<file path="src/rtl/cache_arb_pkg.sv">
// Shared types for the two-requester cache SRAM arbiter.
// Latency: n/a (types only).
// Backpressure: n/a (types only).
package cache_arb_pkg;

    typedef enum logic {
        PRIO0 = 1'b0,
        PRIO1 = 1'b1
    } prio_e;

    typedef logic req_id_t;

    localparam req_id_t REQ0 = 1'b0;
    localparam req_id_t REQ1 = 1'b1;

    // One slot of the read-return pipe: which requester gets the data back.
    typedef struct packed {
        logic    vld;
        req_id_t id;
    } ret_t;

endpackage

</file>
<file path="src/rtl/cache_arb_rr.sv">
// Two-way round-robin grant generator; owns the priority state.
// Latency: grants are combinational from the requests; priority updates at the edge.
// Backpressure: a losing requester simply sees no grant and keeps requesting.
module cache_arb_rr
    import cache_arb_pkg::*;
(
    input  logic Clk_CI,
    input  logic Rst_RBI,
    input  logic req0,
    input  logic req1,
    output logic gnt0,
    output logic gnt1
);

    prio_e prio_q;
    prio_e prio_d;

    always_ff @(posedge Clk_CI or negedge Rst_RBI) begin
        if (!Rst_RBI) begin
            prio_q <= PRIO0;
        end else begin
            prio_q <= prio_d;
        end
    end

    // Grants are forced low while reset is held so the SRAM port stays quiet.
    always_comb begin
        gnt0   = 1'b0;
        gnt1   = 1'b0;
        prio_d = prio_q;
        if (Rst_RBI) begin
            gnt0 = req0 & (~req1 | (prio_q == PRIO0));
            gnt1 = req1 & (~req0 | (prio_q == PRIO1));
        end
        if (gnt0) begin
            prio_d = PRIO1;
        end else if (gnt1) begin
            prio_d = PRIO0;
        end
    end

endmodule

</file>
<file path="src/rtl/cache_arbiter.sv">
// Arbitrates two requesters onto one duplicated SRAM and routes read data back.
// Latency: grant same cycle; read data returns 1+OUT_REGS cycles after acceptance.
// Backpressure: req/gnt handshake; returns are never stalled.
module cache_arbiter
    import cache_arb_pkg::*;
#(
    parameter int ADDR_WIDTH = 8,
    parameter int OUT_REGS   = 0
) (
    input  logic                  Clk_CI,
    input  logic                  Rst_RBI,

    input  logic                  Req0_SI,
    output logic                  Gnt0_SO,
    input  logic                  WrEn0_SI,
    input  logic [7:0]            BEn0_SI,
    input  logic [63:0]           WrData0_DI,
    input  logic [ADDR_WIDTH-1:0] Addr0_DI,
    output logic                  RdValid0_SO,
    output logic [63:0]           RdData0_DO,

    input  logic                  Req1_SI,
    output logic                  Gnt1_SO,
    input  logic                  WrEn1_SI,
    input  logic [7:0]            BEn1_SI,
    input  logic [63:0]           WrData1_DI,
    input  logic [ADDR_WIDTH-1:0] Addr1_DI,
    output logic                  RdValid1_SO,
    output logic [63:0]           RdData1_DO,

    output logic                  CSel_SO,
    output logic                  WrEn_SO,
    output logic [7:0]            BEn_SO,
    output logic [63:0]           WrData_DO,
    output logic [ADDR_WIDTH-1:0] Addr_DO,
    input  logic [63:0]           RdData1_DI,
    input  logic [63:0]           RdData2_DI,
    output logic                  Mismatch_SO
);

    localparam int DEPTH = 1 + OUT_REGS;

    logic gnt0;
    logic gnt1;
    logic xfer;
    ret_t ret_in;
    ret_t ret_out;
    ret_t pipe_q [DEPTH];
    logic mismatch_q;

    cache_arb_rr u_rr (
        .Clk_CI  (Clk_CI),
        .Rst_RBI (Rst_RBI),
        .req0    (Req0_SI),
        .req1    (Req1_SI),
        .gnt0    (gnt0),
        .gnt1    (gnt1)
    );

    assign Gnt0_SO = gnt0;
    assign Gnt1_SO = gnt1;
    assign xfer    = gnt0 | gnt1;

    always_comb begin
        CSel_SO   = 1'b0;
        WrEn_SO   = 1'b0;
        BEn_SO    = '0;
        WrData_DO = '0;
        Addr_DO   = '0;
        if (gnt1) begin
            CSel_SO   = 1'b1;
            WrEn_SO   = WrEn1_SI;
            BEn_SO    = BEn1_SI;
            WrData_DO = WrData1_DI;
            Addr_DO   = Addr1_DI;
        end else if (gnt0) begin
            CSel_SO   = 1'b1;
            WrEn_SO   = WrEn0_SI;
            BEn_SO    = BEn0_SI;
            WrData_DO = WrData0_DI;
            Addr_DO   = Addr0_DI;
        end
    end

    // Only reads occupy a return slot; the SRAM's own output stages set the depth.
    always_comb begin
        ret_in.vld = xfer & ~WrEn_SO;
        ret_in.id  = gnt1 ? REQ1 : REQ0;
    end

    always_ff @(posedge Clk_CI or negedge Rst_RBI) begin
        if (!Rst_RBI) begin
            for (int i = 0; i < DEPTH; i++) begin
                pipe_q[i] <= '0;
            end
        end else begin
            pipe_q[0] <= ret_in;
            for (int i = 1; i < DEPTH; i++) begin
                pipe_q[i] <= pipe_q[i-1];
            end
        end
    end

    assign ret_out = pipe_q[DEPTH-1];

    always_comb begin
        RdValid0_SO = ret_out.vld & (ret_out.id == REQ0);
        RdValid1_SO = ret_out.vld & (ret_out.id == REQ1);
        RdData0_DO  = RdValid0_SO ? RdData1_DI : '0;
        RdData1_DO  = RdValid1_SO ? RdData1_DI : '0;
    end

    // Copy disagreement is only meaningful on a returning read; sticky until reset.
    always_ff @(posedge Clk_CI or negedge Rst_RBI) begin
        if (!Rst_RBI) begin
            mismatch_q <= 1'b0;
        end else if (ret_out.vld && (RdData1_DI != RdData2_DI)) begin
            mismatch_q <= 1'b1;
        end
    end

    assign Mismatch_SO = mismatch_q;

endmodule

</file>
<file path="config.mk">
export PLATFORM = sky130hd
export DESIGN_NAME = cache_arbiter
export DESIGN_NICKNAME = d
export VERILOG_FILES = /design/src/rtl/cache_arb_pkg.sv /design/src/rtl/cache_arb_rr.sv /design/src/rtl/cache_arbiter.sv
export SDC_FILE = /design/constraint.sdc
export NUM_CORES = 1
export LEC_CHECK = 0
export BUFFER_PORTS_ARGS = -buffer_cell sky130_fd_sc_hd__buf_2
export CAP_MARGIN = 30
export CORE_AREA = 5 5 196 198
export DETAILED_ROUTE_END_ITERATION = 12
export DIE_AREA = 0 0 201 203
export GPL_TIMING_DRIVEN = 0
export PLACE_DENSITY = 0.4
export SLEW_MARGIN = 20
export SYNTH_ARGS = -nofsm -noshare
export SYNTH_HDL_FRONTEND = slang
export SYNTH_HIERARCHICAL = 1
export SYNTH_SLANG_ARGS = --single-unit
</file>
<file path="constraint.sdc">
create_clock -name Clk_CI -period 1.9 [get_ports Clk_CI]
set_clock_uncertainty 0.15 [all_clocks]
set_input_delay 0.095 -clock Clk_CI [delete_from_list [all_inputs] [get_ports Clk_CI]]
set_output_delay 0.095 -clock Clk_CI [all_outputs]
set_load 0.01 [all_outputs]
</file>
==> flow_summary.toml <==
[outcome]
run_status = "complete, but fails checks"
violations = "negative setup slack"

[timing]
rsz0062_at_grt = "true"
finalHoldViolations = 0
setup_tns_ns = -1.399
worst_slew_pin_slew_ns = 0.7009
relSlewSlack = 0.5327
period_needed_ns = 1.962
fin_crit_sh = 1.033
timing.hold.ws_ns = 0.09044
setup_violations = 52
fmax_mhz = 509.7
fin_ws_ns = -0.06188
drv_slew = 0

[yosys]
synth_area_leaders = "a22o_1 (27%), xnor2_1 (22%), and2_1 (16%), and3_1 (16%), nand4_1 (4.2%)"
syn_area_mm2 = 0.002552
yosysWarnings = 6
synth_top_area_frac = 0.2745
syn_nets = 646
netlist_instances = 352
ys_seq_area_frac = 0.03922
syn_avg_cell_area_um2 = 7.251
yosysTopAreaCell = "a22o_1"
ys_ff_latch = 4
synth_cell_types = 23

[power]
p_leak_nw = 3.752
vdd_drop_max_mv = 0.2342
p_per_area_mw_per_mm2 = 346.3
power_mw = 2.220

[detailed_routing]
drc = 0
vias = 5072
antenna_left = 0
wl_per_cell_um = 22.25
viasPerCell = 3.738
drt_pass1_iterations = 4
wirelength_um = 30200
drt_iter0_drc = 198

[clock_network]
cts_tree = "built"
cts.htree.levels = 1
insertion_delay_ns = 0.23
ctsRootBufferMaster = "clkbuf_16"
clock_sinks = 4
clk_pin_slew_worst_paths_ns = 0.03
clk_path_buf_depth = 2
cts_buffers = 3

[run]
max_cap_viol_count = 0

[global_routing]
antenna_found_initial = 24
grt.total_usage = 0.1361
grt_pass1_wl_um = 40240
overflow = 0
grt_pass1_vias = 5438
grt_max_degree = 11

[worst_setup_path]
worstPathMaxFanout = 6
setup.worst_path.end_class = "primary output"
startpoint_type = "register"
cp.arrival_ns = 1.72
required_ns = 1.65
crit_type = "register to primary output"

[die]
die-area_mm2 = 0.04080
fp-row-count = 70
core_area_mm2 = 0.03635
die_y_um = 203
floorplan.initialDensity = 0.07022
die_w_um = 201
io_pins = 509

[placed_design]
gp_routability_congestion = 0.8237
portBuffers = 508
pre_cts_ws_ns = -0.7571
dp_hpwl_um = 26890

[final_layout]
drive_above_1_share = 0.6515
finish.utilization = 0.1764
area_growth_pct = 151.1
fin_nets = 1174

[hold_path]
min_path_type = "input port to register"
==> logic make-up (layout without fill, tap and decap cells) <==
logic type / count (synthesis) / after routing / share of synthesized area
compound gates: 85 / 85 / 0.2868
xor+xnor: 64 / 64 / 0.2196
buf+inv: 40 / 566 / 0.06519
flops: 4 / 4 / 0.03922
other cells: 0 / 11 / 0
simple gates: 159 / 159 / 0.3892
==> per-layer routing <==
layer / wire, um / track usage / vias up
met5: 134 / 0 / -
met4: 369 / 0.01991 / 20
met3: 2793 / 0.04776 / 40
met2: 16070 / 0.2687 / 325
met1: 10830 / 0.1403 / 2321
li1: - / - / 2366
==> what timing repair did <==
| item | 4_1_cts | 5_1_grt |
|---|---|---|
| gates resized for setup | 120 | 14 |
| hold endpoints to repair | 4 | 0 |
| setup buffers | 10 | 1 |
| hold buffers | 1 | 0 |
| pin swaps | 6 | 6 |
| gates cloned | 3 | 2 |
| setup endpoints to repair | 193 | 128 |
==> metrics by stage <==
step / instance area (um^2) / cells
final: 6410 / 1357
after global routing: 6395 / 1351
after CTS: 6337 / 1345
after detailed placement: 5680 / 1328
after global placement: 5680 / 1328
after floorplan: 2552 / 352
==> critical path, cell delays in order, from the launching register on <==
cell	delay, ns
dfrtp_1	0.41
inv_2	0.08
a21oi_4	0.17
nor2b_4	0.07
buf_6	0.14
buf_12	0.15
buf_8	0.13
a22o_1	0.19
buf_2	0.14
==> registers in the layout (all words and copies together) (netlist names) <==
register,flops
pipe_q,2
Mismatch_SO,1
u_rr/prio_q,1
==> synthesized netlist by cell type, drive strengths merged <==
cell type	number
a22o	80
and2	65
or2	1
clkbuf	27
and3	65
nor4	4
buf	12
a21oi	3
xnor2	64
dfrtp	4
nor2b	3
o21ai	1
nand4	17
inv	1
a21o	1
nand2	4
==> where the power goes <==
part,switching [mW],internal [mW]
Sequential,0.00925,0.0939
Combinational,0.925,0.863
Clock,0.0595,0.269
==> path summary, 6_finish.rpt <==
check | startpoint | end | slack [ns] | depth (start not counted)
worst max-delay path | u_rr/prio_q | BEn_SO[4] | -0.06 | 8
worst min-delay path | Rst_RBI | u_rr/prio_q | 0.09 | 3
worst max register to register | u_rr/prio_q | pipe_q[1] | 0.16 | 8
worst min register to register | Mismatch_SO | Mismatch_SO | 0.30 | 1
max in group asynchronous | Rst_RBI | pipe_q[0] | 1.23 | 2
min in group asynchronous | Rst_RBI | u_rr/prio_q | 0.15 | 2
==> area by class of cell <==
class	count	area (um^2)
Buffer	38	392.9
Sequential cell	4	100.1
Inverter	1	3.754
Fill cell	4228	29940
Timing Repair Buffer	524	2869
Antenna cell	11	27.53
Tap cell	468	585.6
Clock buffer	3	75.07
Multi-Input combinational cell	308	2356
==> layout by cell type, fill, tap and decap left out, drive strengths merged <==
master and n:
a21o 1, a21oi 3, a22o 80, and2 65
and3 65, buf 535, bufbuf 1, clkbuf 28
dfrtp 4, diode 11, dlygate4sd3 1, inv 1
nand2 4, nand4 17, nor2b 3, nor4 4
o21ai 1, or2 1, xnor2 64
Power figures use the tool's default switching activity.
